[src/rtl/div_pkg.sv]
// ---------------------------------------------------------------------------
// div_pkg
// Shared constants and types for the sequential restoring divider.
//   WIDTH   : default operand width (dividend, divisor, quotient, remainder)
//   CNT_W   : width of the iteration counter, large enough to hold WIDTH
//   state_t : controller states
//             IDLE - waiting for Run
//             CALC - one restoring step per clock
//             HOLD - results valid, waiting for Run to drop
// ---------------------------------------------------------------------------
package div_pkg;

    localparam int WIDTH = 8;
    localparam int CNT_W = $clog2(WIDTH + 1);

    typedef enum logic [1:0] {
        IDLE = 2'd0,
        CALC = 2'd1,
        HOLD = 2'd2
    } state_t;

endpackage

[src/rtl/div_if.sv]
// ---------------------------------------------------------------------------
// div_if
// Operator-side bundle of the divider: switch and run inputs plus the
// result registers shown on the display.
//   Run     : start request (level)
//   SW      : operand switches (divisor during load, dividend at start)
//   Qval    : quotient register
//   Rval    : remainder register
//   Dval    : divisor register
//   Done    : results valid while Run is still held
//   DivZero : last operation had a zero divisor
// The master modport is the operator/bench side; the slave modport is the
// divider itself.
// ---------------------------------------------------------------------------
interface div_if #(
    parameter int WIDTH = div_pkg::WIDTH
);

    logic             Run;
    logic [WIDTH-1:0] SW;
    logic [WIDTH-1:0] Qval;
    logic [WIDTH-1:0] Rval;
    logic [WIDTH-1:0] Dval;
    logic             Done;
    logic             DivZero;

    modport master (
        output Run,
        output SW,
        input  Qval,
        input  Rval,
        input  Dval,
        input  Done,
        input  DivZero
    );

    modport slave (
        input  Run,
        input  SW,
        output Qval,
        output Rval,
        output Dval,
        output Done,
        output DivZero
    );

endinterface

[src/rtl/div_step.sv]
// ---------------------------------------------------------------------------
// div_step
// Combinational restoring-division cell: performs one shift/trial-subtract
// step on the partial remainder and quotient/dividend shift register.
//   r_in   [WIDTH:0]   : partial remainder before the step
//   q_in   [WIDTH-1:0] : quotient/dividend shift register before the step
//   d_in   [WIDTH-1:0] : divisor
//   r_next [WIDTH:0]   : partial remainder after the step
//   q_next [WIDTH-1:0] : shift register after the step, new quotient bit in
//                        bit 0
// ---------------------------------------------------------------------------
module div_step #(
    parameter int WIDTH = div_pkg::WIDTH
) (
    input  logic [WIDTH:0]   r_in,
    input  logic [WIDTH-1:0] q_in,
    input  logic [WIDTH-1:0] d_in,
    output logic [WIDTH:0]   r_next,
    output logic [WIDTH-1:0] q_next
);

    logic [WIDTH+1:0] shifted;
    logic [WIDTH+1:0] trial;

    // The remainder always stays below the divisor, so its top bit is zero
    // and the shifted value fits in WIDTH+1 bits. Keeping one extra guard bit
    // here lets the whole remainder feed the shift while the trial's sign is
    // still read from the top bit.
    always_comb begin
        shifted = {r_in, q_in[WIDTH-1]};
        trial   = shifted - {2'b00, d_in};
        if (!trial[WIDTH+1]) begin
            r_next = trial[WIDTH:0];
            q_next = {q_in[WIDTH-2:0], 1'b1};
        end else begin
            r_next = shifted[WIDTH:0];
            q_next = {q_in[WIDTH-2:0], 1'b0};
        end
    end

endmodule

[src/rtl/divider_toplevel.sv]
// ---------------------------------------------------------------------------
// divider_toplevel
// Sequential unsigned restoring divider driven from the lab switch panel.
// Reset_Load_Clear clears the controller and loads the divisor from SW;
// Run starts a division of SW by the stored divisor. One quotient bit is
// produced per clock, so results appear WIDTH clocks after the start edge.
// A zero divisor skips the iterations and reports all-ones quotient,
// remainder equal to the dividend and DivZero set.
//   Clk              : system clock, rising edge
//   Reset_Load_Clear : async active-high clear, synchronous divisor load
//   bus (div_if.slave): Run, SW in; Qval, Rval, Dval, Done, DivZero out
// ---------------------------------------------------------------------------
module divider_toplevel
    import div_pkg::*;
#(
    parameter int WIDTH = div_pkg::WIDTH
) (
    input  logic Clk,
    input  logic Reset_Load_Clear,
    div_if.slave bus
);

    localparam int CW = $clog2(WIDTH + 1);

    state_t           state_q, state_d;
    logic [WIDTH-1:0] q_q, q_d;
    logic [WIDTH:0]   r_q, r_d;
    logic [CW-1:0]    cnt_q, cnt_d;
    logic             div_zero_q, div_zero_d;
    logic [WIDTH-1:0] d_q;

    logic [WIDTH:0]   step_r;
    logic [WIDTH-1:0] step_q;

    // Single restoring cell shared by every iteration of the datapath.
    div_step #(.WIDTH(WIDTH)) u_step (
        .r_in   (r_q),
        .q_in   (q_q),
        .d_in   (d_q),
        .r_next (step_r),
        .q_next (step_q)
    );

    // Divisor register: deliberately without async clear so that holding
    // Reset_Load_Clear acts as the "load divisor" operation. It keeps its
    // value across operations, allowing back-to-back runs without reload.
    always_ff @(posedge Clk) begin
        if (Reset_Load_Clear) begin
            d_q <= bus.SW;
        end
    end

    // Controller and result registers, cleared asynchronously so an abort
    // mid-calculation takes effect without waiting for a clock.
    always_ff @(posedge Clk or posedge Reset_Load_Clear) begin
        if (Reset_Load_Clear) begin
            state_q    <= IDLE;
            q_q        <= '0;
            r_q        <= '0;
            cnt_q      <= '0;
            div_zero_q <= 1'b0;
        end else begin
            state_q    <= state_d;
            q_q        <= q_d;
            r_q        <= r_d;
            cnt_q      <= cnt_d;
            div_zero_q <= div_zero_d;
        end
    end

    // Next-state logic. IDLE starts on Run (level), CALC runs WIDTH steps,
    // HOLD waits for Run to drop so a held Run never retriggers.
    always_comb begin
        state_d    = state_q;
        q_d        = q_q;
        r_d        = r_q;
        cnt_d      = cnt_q;
        div_zero_d = div_zero_q;

        case (state_q)
            IDLE: begin
                if (bus.Run) begin
                    if (d_q != '0) begin
                        q_d        = bus.SW;
                        r_d        = '0;
                        cnt_d      = '0;
                        div_zero_d = 1'b0;
                        state_d    = CALC;
                    end else begin
                        q_d        = '1;
                        r_d        = {1'b0, bus.SW};
                        div_zero_d = 1'b1;
                        state_d    = HOLD;
                    end
                end
            end

            CALC: begin
                q_d   = step_q;
                r_d   = step_r;
                cnt_d = cnt_q + CW'(1);
                if (cnt_q == CW'(WIDTH - 1)) begin
                    state_d = HOLD;
                end
            end

            HOLD: begin
                if (!bus.Run) begin
                    state_d = IDLE;
                end
            end

            default: begin
                state_d = IDLE;
            end
        endcase
    end

    // Output mapping straight from the registers.
    assign bus.Qval    = q_q;
    assign bus.Rval    = r_q[WIDTH-1:0];
    assign bus.Dval    = d_q;
    assign bus.Done    = (state_q == HOLD);
    assign bus.DivZero = div_zero_q;

endmodule

[src/flat_wrapper.sv]
// flat-port wrapper written by rule: the top's interface ports become plain ports
module divider_toplevel_flat import div_pkg::*;
#(
    parameter int WIDTH = div_pkg::WIDTH
)
  (Clk, Reset_Load_Clear, bus_Run, bus_SW, bus_Qval, bus_Rval, bus_Dval, bus_Done, bus_DivZero);
  div_if #(.WIDTH(WIDTH)) bus_i ();
  input  logic Clk;
  input  logic Reset_Load_Clear;
  input wire logic [$bits(bus_i.Run)-1:0] bus_Run;
  input wire logic [$bits(bus_i.SW)-1:0] bus_SW;
  output wire logic [$bits(bus_i.Qval)-1:0] bus_Qval;
  output wire logic [$bits(bus_i.Rval)-1:0] bus_Rval;
  output wire logic [$bits(bus_i.Dval)-1:0] bus_Dval;
  output wire logic [$bits(bus_i.Done)-1:0] bus_Done;
  output wire logic [$bits(bus_i.DivZero)-1:0] bus_DivZero;
  assign bus_i.Run = bus_Run;
  assign bus_i.SW = bus_SW;
  assign bus_Qval = bus_i.Qval;
  assign bus_Rval = bus_i.Rval;
  assign bus_Dval = bus_i.Dval;
  assign bus_Done = bus_i.Done;
  assign bus_DivZero = bus_i.DivZero;
  divider_toplevel #(.WIDTH(WIDTH)) u_core (.Clk(Clk), .Reset_Load_Clear(Reset_Load_Clear), .bus(bus_i));
endmodule
[config.mk]
export PLATFORM = sky130hd
export DESIGN_NAME = divider_toplevel_flat
export DESIGN_NICKNAME = d
export VERILOG_FILES = /design/src/rtl/div_pkg.sv /design/src/rtl/div_if.sv /design/src/rtl/div_step.sv /design/src/rtl/divider_toplevel.sv /design/src/flat_wrapper.sv
export SDC_FILE = /design/constraint.sdc
export NUM_CORES = 1
export LEC_CHECK = 0
export ABC_CLOCK_PERIOD_IN_PS = 2730
export BUFFER_PORTS_ARGS = -buffer_cell sky130_fd_sc_hd__buf_2
export CORE_MARGIN = 10
export CORE_UTILIZATION = 50
export CTS_CLUSTER_DIAMETER = 200
export DETAILED_ROUTE_END_ITERATION = 12
export PLACE_DENSITY = 0.75
export SYNTH_ARGS = -nofsm -noshare
export SYNTH_HDL_FRONTEND = slang
export SYNTH_SLANG_ARGS = --single-unit
[constraint.sdc]
create_clock -name Clk -period 2.73 [get_ports Clk]
set_clock_uncertainty 0.2 [all_clocks]
set_input_delay 0.546 -clock Clk [delete_from_list [all_inputs] [get_ports Clk]]
set_output_delay 0.546 -clock Clk [all_outputs]
set_load 0.02 [all_outputs]
-- After elaboration in Yosys (flattened, before gate mapping)
Index checks and enable logic that the tools add are counted.
- latch bits: 0
- register bits: 32
- output and inout port bits: 26
- input port bits: 11
- memory bits (read-only): 0
- logic and storage cells: 39
- memories kept: 0
- RAM bits: 0
- muxes and demuxes: 17
- $add $sub $neg: 2
- multiply operators: 0
- equality and inequality tests: 7
- bitwise gates (word level): 0
- shift-type cells: 0
- reduce and logical (&&, ||, !) cells: 7
- magnitude comparators: 0
- divide/modulo/power cells: 0
- operators by type and width (kind ; number):
    $mux 8 ; 3
    $mux 9 ; 2
    $pmux 9 s2 ; 1
    $pmux 8 s2 ; 1
    $sub 10x8->10 ; 1
    $mux 2 ; 4
    $mux 4 ; 2
    $pmux 4 s2 ; 1
    $reduce_bool 8->1 ; 1
    $pmux 2 s3 ; 1
    $reduce_and 3->1 ; 2
    $add 4x1->4 const B ; 1
    $eq 4x3->1 const B ; 1
    $ne 2x1->1 const B ; 2
    $ne 2x2->1 const B ; 2
    $reduce_and 2->1 ; 2
    $eq 2x1->1 const B ; 1
    $eq 2x2->1 const B ; 1
    $logic_not 2->1 ; 1
    $mux 1 ; 2
    $reduce_bool 2->1 ; 1

-- Depth between registers and ports, before layout
- word-level depth: 4
- gate-level depth with buffers: 9
- mapped depth without buffers: 9

-- Cells and area by module
From an unflattened synthesis, not the netlist that was laid out.
- cell total of the unflattened synthesis: 215
- area, all modules: 2152.1 um^2
- modules (own cells, without submodules) (module ; instances ; area each (um^2) ; sequential area each (um^2) ; cells each):
    divider_toplevel ; 1 ; 1534.0 ; 840.8 ; 136
    div_step ; 1 ; 618.1 ; 0.0 ; 79

-- Worst setup path before layout
Ideal clock, no wire load.
- path type: register to register
- start point: reg u_core.d_q[4] (netlist: u_core.bus.Dval[4])
- end point: reg u_core.r_q[0]
- library setup time: 0.126 ns
- clock period less this slack: 2.489 ns
- arrival time: 2.163 ns
- required time: 2.404 ns
- slack: 0.241 ns
- stages on the path, launching flop included: 9
- path buffers: 0
- path through: edfxtp_1 > inv_1 > ha_1 > a21oi_2 > o21ai_2 > a211oi_2 > xnor2_4 > mux2i_1 > a221o_1
- longest elaborated chain between the ends: 4
- elaborated cells on any way between the ends: 6
- classes of those cells: add/sub: 1; mux: 4; reduce/logical: 1
- RTL lines (what ; RTL line ; source):
    start: declaration ; divider_toplevel.sv:30 ; logic [WIDTH-1:0] d_q;
    start signal: assignment ; divider_toplevel.sv:49 ; d_q <= bus.SW;
    parallel branches: the longest is 3 deep, another holds $sub 10x8->10 ; -- ;
    $pmux 9 s2 (*) ; divider_toplevel.sv:80 ; case (state_q)
    end signal: assignment ; divider_toplevel.sv:65 ; r_q <= r_d;
    end: declaration ; divider_toplevel.sv:27 ; logic [WIDTH:0] r_q, r_d;
Every way passes the cells marked *. The select of a mux whose other input is x is not followed.
A chain may end at the register's enable or synchronous reset.

-- Worst setup path in the final report
- start point: reg u_core.r_q[3]
- end point: reg u_core.r_q[1]
- longest elaborated chain between the ends: 3
- RTL lines (what ; RTL line ; source):
    $sub 10x8->10 ; div_step.sv:31 ; trial = shifted - {2'b00, d_in};
    $mux 9 ; div_step.sv:32 ; if (!trial[WIDTH+1]) begin
    $pmux 9 s2 ; divider_toplevel.sv:80 ;
Every way passes these cells.

==> flow_summary.toml <==
[layout]
syn2layout_area_growth_pct = 13.43
final_util_pct = 59.16
nets = 254
drive_gt1_share_pct = 24.36
layoutNonFillerInstCount = 282
final_cell_mix = "36 x buf_2, 34 x nand2_1, 24 x dfrtp_1"
diodes = 0
layout_commonest_cell = "buf_2"
fillers = 348

[placed_design]
port_buffers = 36
dp_hpwl_mm = 3.605
gp_congestion = 0.8374
dp_slack_ns = 0.2059
dp_cells = 274

[timing]
setup_tns_ns = 0
slew_headroom_pct = 60.92
fin_hold_ws_ns = 0.2095
finalCritPeriodShare_pct = 92.94
tightest_slew_ns = 0.5855
finalMaxSlewViolations = 0
fin_crit_ns = 2.537
setup_viol = 0
rsz0062_at_grt = "no"
hold_viol = 0
fin_ws_ns = 0.1927
max_freq_mhz = 394.1

[die]
die_y_um = 82.26
core_area_um2 = 3716
die_area_um2 = 6767
pin_count = 37
rows = 22
die_x_um = 82.26
start_util_pct = 52.15

[global_route]
grt_pass1_wl_mm = 8.231
grt_max_degree = 17
grt_usage_pct = 15.50
grt_pass1_vias = 1648
met1_usage_pct = 20.65
antenna_found_initial = 0
busiest_layer = "met2"
grtUsageMet3_pct = 4.968
met2_usage_pct = 23.17
overflow = 0

[synth]
yosys_warnings = 0
synthFlopType = "dfrtp_1"
synth_nets = 222
synth.distinct_cells = 45
synth_area_per_cell_um2 = 9.642
synth_cells = 201
synth_seq_area_share_pct = 43.38
synth_edf_count = 8
ys_seq_elements = 32
ys_async_sr_fraction_pct = 75.00
synth.cell_area_um2 = 1938

[job]
cap_violations = 0

[clock_tree]
hold_buffers = 0
clk_path_buf_depth = 2
cts_buffers = 5
cts_tree = "built"
clk_latency_ns = 0.29
post-cts-setup-buffer-count = 0
cts_max_level = 2
clkTransAtPathRegs_ns = 0.07
cts.repair.resized = 0
cts.sinks = 32
cts-root-buf = "clkbuf_8"

[critical_path]
timing.rr.start = "u_core.r_q[3]$_DFFE_PP0P_"
crit_type = "flip-flop to flip-flop"
cp.buffers_inverters = 0
cp.depth = 7
rrSetupSlack_ns = 0.19
worst_ep_required_time_ns = 2.70
cp_slowest_cell = "dfrtp_1"
critPathArrivalTime_ns = 2.51
start_kind = "flip-flop"
crit_path_max_incr_delay_ns = 0.42
critPathCaptureType = "flip-flop"
critical_path_peak_fanout = 10
crit_family = "compound AO/OA/AOI/OAI gates"
path_cells = "ha_1, a21oi_2, o21ai_2, a211oi_2, xnor2_4, mux2i_1, a221o_1"
r2r-end = "u_core.r_q[1]$_DFFE_PP0P_"
reg2regPathDepth = 7

[min_path]
hp-class = "input port to async pin"

[drt]
drtAntennaViolNets = 0
num_vias = 1597
drt-total-wl_mm = 4.696
drc = 0
vias_per_cell = 5.663
detail_route.wl_per_cell_um = 16.65
first_pass_iters = 4
drt-initial-drc-count = 136

[pwr]
p_clk_share_pct = 12.3
vdd_ir_drop_max_mv = 0.5726
p_int_mw = 1.603
swShare_pct = 45.39
power_frac_seq_pct = 30.1
combPwrFrac_pct = 57.6
p_per_area_nw_per_um2 = 1336
cellLeakagePower_nw = 0.9861
power.switching_mw = 1.333

[outcome]
status = "finished clean"
-- state kept, by name (all words and copies together), names as in the netlist --
signal / cells
u_core.r_q: 9
u_core.bus.Qval: 8
u_core.bus.DivZero: 1
u_core.bus.Dval: 8
u_core.state_q: 2
u_core.cnt_q: 4
-- through the flow --
step                instance area, µm²  total power [mW]
finish                            2198             2.936
global route                      2198             3.179
CTS                               2198             2.950
detailed placement                2111             2.580
global placement                  2111             2.551
floorplan                         1938             2.255
-- power groups by stage --
stage                     registers (mW)  logic [mW]  clock network, mW
final                              0.885        1.69              0.360
after global routing               0.910        1.88              0.390
after CTS                          0.879        1.71              0.365
after detailed placement           0.885        1.69                  0
after global placement             0.881        1.67                  0
after floorplan                    0.921        1.33                  0
-- synth_stat cells, drive strengths merged (2+ instances only) --
master  count  share of area, %
o21a        2              0.77
o221ai      6               2.7
o21ai      16               4.3
a31oi       2              0.65
or4         2              0.77
nand2      35               6.9
a31o        2              0.90
nor2b       2              0.65
nor2       14               3.1
edfxtp      8                12
a22o        2              0.90
a211oi      2               1.3
xor2        2              0.90
buf        10               4.1
ha          9               5.8
inv        11               2.1
dfrtp      24                31
clkbuf      4              0.77
nand3       3              0.77
mux2i       7               3.6
a21o        2              0.77
xnor2       6               3.7
and3        2              0.71
a221o       2               1.0
o22ai       8               2.6
o211ai      2              0.77
a21oi       6               1.7
-- worst max-delay path by stage --
stage | start | endpoint | slack [ns]
detailed placement | u_core.r_q[3]$_DFFE_PP0P_ | u_core.r_q[5]$_DFFE_PP0P_ | 0.21
global placement | u_core.bus.Dval[4]$_DFFE_PP_ | u_core.r_q[7]$_DFFE_PP0P_ | 0.25
finish | u_core.r_q[3]$_DFFE_PP0P_ | u_core.r_q[1]$_DFFE_PP0P_ | 0.19
global route | u_core.bus.Dval[4]$_DFFE_PP_ | u_core.r_q[1]$_DFFE_PP0P_ | 0.003
floorplan | u_core.bus.Dval[4]$_DFFE_PP_ | u_core.r_q[0]$_DFFE_PP0P_ | 0.24
CTS | u_core.bus.Dval[4]$_DFFE_PP_ | u_core.r_q[5]$_DFFE_PP0P_ | 0.19
-- layer usage --
metal  part of all wire, %  vias up
met5                     0        -
met4                   2.0        0
met3                   4.8       11
met2                    46       34
met1                    47      771
li1                      -      781
-- kinds of logic (layout without fill, tap and decap cells) --
family / Yosys count / in the layout / synth area share, %
adder cells (fa/ha/maj): 10 / 10 / 6.843
AND/OR/NAND/NOR: 64 / 64 / 14.91
multiplexers: 7 / 7 / 3.615
flip-flops: 32 / 32 / 43.38
buffers and inverters: 25 / 58 / 6.972
XOR/XNOR: 8 / 8 / 4.584
AO/OA/AOI/OAI: 55 / 55 / 19.69
-- final cells by class --
| class | instances | area [µm²] | area share [%] |
|---|---|---|---|
| clock inverters | 3 | 18.77 | 0.8537 |
| inverters | 11 | 41.29 | 1.878 |
| well taps | 48 | 60.06 | 2.732 |
| multi-input cells | 144 | 965.9 | 43.94 |
| clock buffers | 5 | 68.82 | 3.130 |
| flip-flops and latches | 32 | 840.8 | 38.25 |
| repair buffers | 39 | 202.7 | 9.220 |
-- worst reg2reg max path: stages, from the launching register on --
cell and delay, ns:
dfrtp_1 0.42, ha_1 0.37, a21oi_2 0.24, o21ai_2 0.07, a211oi_2 0.41, xnor2_4 0.26
mux2i_1 0.16, a221o_1 0.30
Note: power is estimated with default switching activity, not from simulation.
